--- src/rtl/counter_updown_load_mod_if.sv ---
// Control and status bundle for counter_updown_load_mod.
// The master drives the counter controls; the slave (the counter) returns
// its registered count and status flags.
interface counter_updown_load_mod_if #(
    parameter int WIDTH = 4
);
    logic             clear;
    logic             load;
    logic [WIDTH-1:0] data;
    logic             enable;
    logic             up_down;
    logic [WIDTH-1:0] count;
    logic             tc;
    logic             wrap;
    logic             overflow;

    modport master (
        output clear, load, data, enable, up_down,
        input  count, tc, wrap, overflow
    );

    modport slave (
        input  clear, load, data, enable, up_down,
        output count, tc, wrap, overflow
    );
endinterface

--- src/rtl/counter_updown_load_mod.sv ---
// Parametrised up/down counter with parallel load, programmable modulus,
// wrap-or-saturate boundary behaviour, terminal count, a one-cycle wrap pulse
// and a sticky overflow flag.
module counter_updown_load_mod #(
    parameter int WIDTH    = 4,
    parameter int MODULUS  = 16,
    parameter int SATURATE = 0
) (
    input  logic                         clock,
    input  logic                         reset,
    counter_updown_load_mod_if.slave     bus
);
    // Largest legal count; with MODULUS = 2^WIDTH this is all ones.
    localparam logic [WIDTH-1:0] MAX = WIDTH'(MODULUS - 1);
    localparam logic [WIDTH-1:0] ZERO = '0;
    localparam bit SAT = (SATURATE != 0);

    logic [WIDTH-1:0] count_q;
    logic             wrap_q;
    logic             overflow_q;

    logic [WIDTH-1:0] load_value;
    logic             at_max;
    logic             at_zero;

    // Out-of-range load values are clamped so count never exceeds MAX.
    assign load_value = (bus.data > MAX) ? MAX : bus.data;
    assign at_max     = (count_q == MAX);
    assign at_zero    = (count_q == ZERO);

    // Terminal count tracks direction combinationally, regardless of enable.
    assign bus.tc       = (bus.up_down & at_max) | (~bus.up_down & at_zero);
    assign bus.count    = count_q;
    assign bus.wrap     = wrap_q;
    assign bus.overflow = overflow_q;

    // Counter state: priority clear > load > enable > hold; wrap is a one-cycle pulse.
    // NOTE: sequential state uses non-blocking assignments so every register
    // samples pre-edge values; blocking here would create order-dependent races.
    always_ff @(posedge clock or posedge reset) begin
        if (reset) begin
            count_q    <= '0;
            wrap_q     <= 1'b0;
            overflow_q <= 1'b0;
        end else if (bus.clear) begin
            count_q    <= '0;
            wrap_q     <= 1'b0;
            overflow_q <= 1'b0;
        end else if (bus.load) begin
            count_q    <= load_value;
            wrap_q     <= 1'b0;
            overflow_q <= 1'b0;
        end else if (bus.enable) begin
            if (bus.up_down) begin
                if (!at_max) begin
                    count_q <= count_q + 1'b1;
                    wrap_q  <= 1'b0;
                end else begin
                    count_q    <= SAT ? MAX : ZERO;
                    wrap_q     <= !SAT;
                    overflow_q <= 1'b1;
                end
            end else begin
                if (!at_zero) begin
                    count_q <= count_q - 1'b1;
                    wrap_q  <= 1'b0;
                end else begin
                    count_q    <= SAT ? ZERO : MAX;
                    wrap_q     <= !SAT;
                    overflow_q <= 1'b1;
                end
            end
        end else begin
            wrap_q <= 1'b0;
        end
    end
endmodule

--- src/flat_wrapper.sv ---
// flat-port wrapper written by rule: the top's interface ports become plain ports
module counter_updown_load_mod_flat 
#(
    parameter int WIDTH    = 4,
    parameter int MODULUS  = 16,
    parameter int SATURATE = 0
)
  (clock, reset, bus_clear, bus_load, bus_data, bus_enable, bus_up_down, bus_count, bus_tc, bus_wrap, bus_overflow);
  counter_updown_load_mod_if #(.WIDTH(WIDTH)) bus_i ();
  input  logic clock;
  input  logic reset;
  input wire logic [$bits(bus_i.clear)-1:0] bus_clear;
  input wire logic [$bits(bus_i.load)-1:0] bus_load;
  input wire logic [$bits(bus_i.data)-1:0] bus_data;
  input wire logic [$bits(bus_i.enable)-1:0] bus_enable;
  input wire logic [$bits(bus_i.up_down)-1:0] bus_up_down;
  output wire logic [$bits(bus_i.count)-1:0] bus_count;
  output wire logic [$bits(bus_i.tc)-1:0] bus_tc;
  output wire logic [$bits(bus_i.wrap)-1:0] bus_wrap;
  output wire logic [$bits(bus_i.overflow)-1:0] bus_overflow;
  assign bus_i.clear = bus_clear;
  assign bus_i.load = bus_load;
  assign bus_i.data = bus_data;
  assign bus_i.enable = bus_enable;
  assign bus_i.up_down = bus_up_down;
  assign bus_count = bus_i.count;
  assign bus_tc = bus_i.tc;
  assign bus_wrap = bus_i.wrap;
  assign bus_overflow = bus_i.overflow;
  counter_updown_load_mod #(.WIDTH(WIDTH), .MODULUS(MODULUS), .SATURATE(SATURATE)) u_core (.clock(clock), .reset(reset), .bus(bus_i));
endmodule
--- config.mk ---
export PLATFORM = sky130hd
export DESIGN_NAME = counter_updown_load_mod_flat
export DESIGN_NICKNAME = d
export VERILOG_FILES = /design/src/rtl/counter_updown_load_mod_if.sv /design/src/rtl/counter_updown_load_mod.sv /design/src/flat_wrapper.sv
export SDC_FILE = /design/constraint.sdc
export NUM_CORES = 1
export LEC_CHECK = 0
export ABC_AREA = 1
export CORE_AREA = 5 5 42 44
export DETAILED_ROUTE_END_ITERATION = 7
export DIE_AREA = 0 0 47 49
export PLACE_DENSITY = 0.72
export SLEW_MARGIN = 20
export SYNTH_ARGS = -nofsm -noshare
export SYNTH_HDL_FRONTEND = slang
export SYNTH_SLANG_ARGS = --single-unit
--- constraint.sdc ---
create_clock -name clock -period 1.63 [get_ports clock]
set_clock_uncertainty 0.15 [all_clocks]
set_input_delay 0.326 -clock clock [delete_from_list [all_inputs] [get_ports clock]]
set_output_delay 0.326 -clock clock [all_outputs]
set_load 0.005 [all_outputs]
== Yosys cells after proc, flatten, opt, wreduce, memory -nomap -nowiden ==
Index checks and enable logic that the tools add are counted.
Word-level totals
  flip-flop bits (word level): 6
  bits in latches: 0
  RAM bits: 0
  ROM bits: 0
  input port bits: 10
  output and inout port bits: 7
  logic and storage cells: 35
  memories: 0
Operators by class
  $add $sub $neg: 2
  multipliers: 0
  div/mod/pow operators: 0
  $lt $le $gt $ge: 1
  equality and inequality tests: 2
  shift operators: 0
  muxes and demuxes: 19
  bitwise gates (word level): 4
  reduce and logical (&&, ||, !) cells: 4
Operators by type and width (number)
  two-way mux 4 bit: 7
  two-way mux 1 bit: 12
  adder 4 x 1 -> 4 bit (second input constant): 1
  equality test 4 bit (second input constant): 1
  greater-than comparator 4 bit (second input constant): 1
  zero test 4 bit: 1
  inequality test 4 x 3 -> 1 bit (second input constant): 1
  nonzero test 4 bit: 1
  subtractor 4 x 1 -> 4 bit (second input constant): 1
  AND reduction 3 bit: 1
  nonzero test 3 bit: 1
  bitwise AND 1 bit: 2
  NOT 1 bit: 1
  bitwise OR 1 bit: 1

== Depth between registers and ports, before layout ==
  depth after elaboration: 6
  mapped depth: 9
  depth with buffers taken out: 8

== Least setup slack after synthesis ==
Ideal clock, no wire load.
  path kind: register to output
  from: register u_core.count_q[0] (netlist: u_core.bus.count[0])
  to: output port bus_tc
  arrival time: 0.915 ns
  data required time: 1.154 ns
  path slack: 0.239 ns
  cell stages (with the launch flop): 5
  path buffers: 0
  cells stage by stage: dfrtp_1 > inv_1 > ha_1 > nand3_1 > nand2_1
On the way
  word-level cells in the longest chain between the ends: 3
  elaborated cells between the ends (all ways): 5
  classes of those cells: eq/ne: 1; bitwise: 3; reduce/logical: 1
RTL lines
  from (decl): line counter_updown_load_mod.sv:18  | logic [WIDTH-1:0] count_q;
  from (signal assigned): line counter_updown_load_mod.sv:50  | count_q <= load_value;
  from (signal assigned): line counter_updown_load_mod.sv:56  | count_q <= count_q + 1'b1;
  from (signal assigned): line counter_updown_load_mod.sv:59  | count_q <= SAT ? MAX : ZERO;
  equality test 4 bit or zero test 4 bit (tied branches): line counter_updown_load_mod.sv:28, counter_updown_load_mod.sv:29
  bitwise AND 1 bit: line counter_updown_load_mod.sv:32  | assign bus.tc = (bus.up_down & at_max) | (~bus.up_down & at_zero);
  bitwise OR 1 bit *: line counter_updown_load_mod.sv:32
  to (decl): line flat_wrapper.sv:18  | output wire logic [$bits(bus_i.tc)-1:0] bus_tc;
Every way passes the cells marked *; elsewhere a longest branch is shown, timed or not.

== Final worst setup path ==
Ends and elaborated chain as after synthesis.

==> results.py <==
metrics = {
    "drt": {
        "drt-total-wl_um": 1510,
        "ant_nets": 0,
        "dr.first_iter.drc_count": 8,
        "wl_per_cell_um": 12.3,
        "post-route-drc-count": 0,
        "routed_via_density": 4.79,
        "vias": 589,
        "dr.pass1.iters": 4,
    },
    "final_layout": {
        "layout-drive-gt1-share_pct": 38.3,
        "syn_to_final_growth_pct": 82.4,
        "fin_cells": 123,
        "fin_area_um2": 856,
        "most-common-layout-cells": "nand2_1, buf_4, inv_1, clkdlybuf4s50_1, nand3_1",
        "nFillCells": 138,
        "final_common_cell": "nand2_1",
        "seq_area_um2": 154,
        "utilization_pct": 61.1,
        "nets": 121,
        "multi_input_area_um2": 293,
        "num_antenna_cells": 0,
    },
    "grt": {
        "grt_pass1_wl_um": 2180,
        "antenna_found_initial": 0,
        "grt_pass1_vias": 538,
        "grt.total_usage_pct": 12.8,
        "overflow": 0,
        "grt_max_degree": 7,
    },
    "sta": {
        "relSlewSlack_pct": 84.1,
        "setup_viol": 3,
        "layout_min_cycle_time_ns": 1.68,
        "max_freq_ghz": 0.594,
        "worst_slack_ns": -0.0526,
        "finalCritPeriodShare_pct": 103,
        "slew_violations": 0,
        "rsz0062_at_grt": "yes",
        "hold_viol_final": 0,
        "worst_slew_pin_slew_ns": 0.238,
    },
    "critical_path": {
        "endpoint_kind": "primary output",
        "criticalPathCategory": "reg2out",
        "path_max_fanout": 4,
        "worstSetupStartpointType": "flip-flop",
        "crit_chain": "ha_4, nand4_1, nand2_2, buf_2",
        "reg2reg_depth": 9,
        "arrival_ns": 1.21,
        "crit_required_ns": 1.15,
        "crit_slowest_cell": "dfrtp_2",
        "slowest_delay_ns": 0.44,
    },
    "placed_design": {
        "gp_congestion": 0.778,
        "place_area_um2": 728,
        "port_buffers": 16,
        "placed_cells": 112,
        "dp_hpwl_um": 982,
    },
    "pwr": {
        "power.leakage_uw": 0.000456,
        "pwr-share-comb_pct": 41.2,
        "power.density_nw_per_um2": 634,
        "seqPwrFrac_pct": 32.0,
        "power.share.clock_pct": 26.7,
        "p_sw_uw": 172,
        "max-vdd-ir-drop_mv": 0.228,
        "switching_share_pct": 31.7,
        "p_int_uw": 371,
        "power_uw": 543,
    },
    "die": {
        "die_x_um": 47,
        "initial_core_util_pct": 33.5,
        "core_region_area_um2": 1400,
        "die_height_um": 49,
        "rows": 14,
        "die-area_um2": 2300,
        "num_io_pins": 17,
    },
    "synth": {
        "yosys_warnings": 0,
        "synth_nets": 81,
        "ys_ff_latch": 6,
        "netlist_area_um2": 469,
        "yosysSeqAreaShare_pct": 32.0,
        "syn_area_per_cell_um2": 6.80,
        "synth.distinct_cells": 16,
        "syn_inst": 69,
    },
    "cts": {
        "numCtsBuffers": 3,
        "clockBufferDepth": 2,
        "clk_pin_slew_ns": 0.05,
        "clk_latency_ns": 0.25,
        "cts.sinks": 6,
        "postCtsHoldBufs": 0,
        "htreeDepth": 1,
        "cts_tree": "built",
        "cts-root-buf": "clkbuf_4",
    },
    "run_status": {
        "violations": "negative setup slack",
        "outcome": "finished with violations",
    },
    "run": {
        "max_cap_violations": 0,
    },
    "min_path": {
        "hold_class": "in2async",
    },
}
-- per-stage QoR --
stage / hold WS, ns / TNS [ns] / setup slack [ns]
after floorplan: -0.0330 / 0 / 0.239
after global placement: 0.320 / -0.438 / -0.421
after detailed placement: 0.339 / -0.488 / -0.447
after CTS: 0.148 / -0.0492 / -0.0492
after global routing: 0.190 / -0.176 / -0.0652
final: 0.136 / -0.136 / -0.0526
-- logic make-up after synthesis --
| kind of cell | after synthesis | share of synthesized area [%] |
|---|---|---|
| and+or+nand+nor | 35 | 34.1 |
| DFF | 6 | 32.0 |
| buffers and inverters | 15 | 13.6 |
| adders and majority gates | 2 | 5.33 |
| AOI/OAI and AO/OA | 11 | 14.9 |
-- layer usage --
layer	track usage, %	share of wire (%)
met3	0.369	8.4
met5	0	0
met2	22.2	53
met1	14.4	37
met4	8.29	1.9
-- power by group through the flow --
stage          Combinational (uW)  Clock (uW)  Sequential (uW)
6_report                      224         145              174
4_1_cts                       202         144              174
3_3_place_gp                  177           0              172
2_1_floorplan                79.2           0              174
5_1_grt                       241         148              175
3_5_place_dp                  180           0              173
-- cell type report --
| class | count | share of cell area, % |
|---|---|---|
| flip-flops and latches | 6 | 18.0 |
| clock buffers | 3 | 2.63 |
| inverters | 14 | 6.14 |
| repair buffers | 36 | 36.7 |
| multi-input cells | 48 | 34.2 |
| well taps | 16 | 2.34 |
-- path summary, 6_finish.rpt --
path | from | to | slack (ns)
max | u_core.bus.count[0]$_DFFE_PP0P_ | bus_tc | -0.05
min | reset | u_core.bus.count[3]$_DFFE_PP0P_ | 0.14
max reg2reg | u_core.bus.count[0]$_DFFE_PP0P_ | u_core.bus.count[3]$_DFFE_PP0P_ | 0.16
min reg2reg | u_core.bus.overflow$_DFFE_PP0P_ | u_core.bus.overflow$_DFFE_PP0P_ | 0.35
max in group asynchronous | reset | u_core.bus.count[2]$_DFFE_PP0P_ | 0.97
min in group clock | u_core.bus.overflow$_DFFE_PP0P_ | u_core.bus.overflow$_DFFE_PP0P_ | 0.35
-- synth_stat cells --
cell type / count / area share [%]
nand2_1: 19 / 15
inv_1: 13 / 10
nand3_1: 9 / 9.6
dfrtp_1: 6 / 32
o21ai_1: 4 / 4.3
a21oi_1: 3 / 3.2
nor2_2: 3 / 4.0
ha_1: 2 / 5.3
nand4_1: 2 / 2.7
o21ai_2: 2 / 3.7
buf_6: 1 / 2.4
inv_2: 1 / 0.80
nor2_1: 1 / 0.80
o21ai_0: 1 / 1.1
o22ai_2: 1 / 2.7
or2_4: 1 / 1.9
-- critical path: cells and delay by family, from the launching register on --
family	cells	cell delay, ns
adders and majority gates	1	0.19
buffers and inverters	1	0.12
DFF	1	0.44
and+or+nand+nor	2	0.20
-- flip-flops by register name, indices dropped and copies added (netlist names) --
signal and flops:
u_core.bus.count 4, u_core.bus.overflow 1, u_core.bus.wrap 1
-- timing repair --
action	CTS	global route
gates resized for setup	22	2
hold endpoints to repair	0	0
pin swaps	4	3
setup endpoints to repair	5	1
setup buffers	4	4
(Power assumes the default switching activity.)
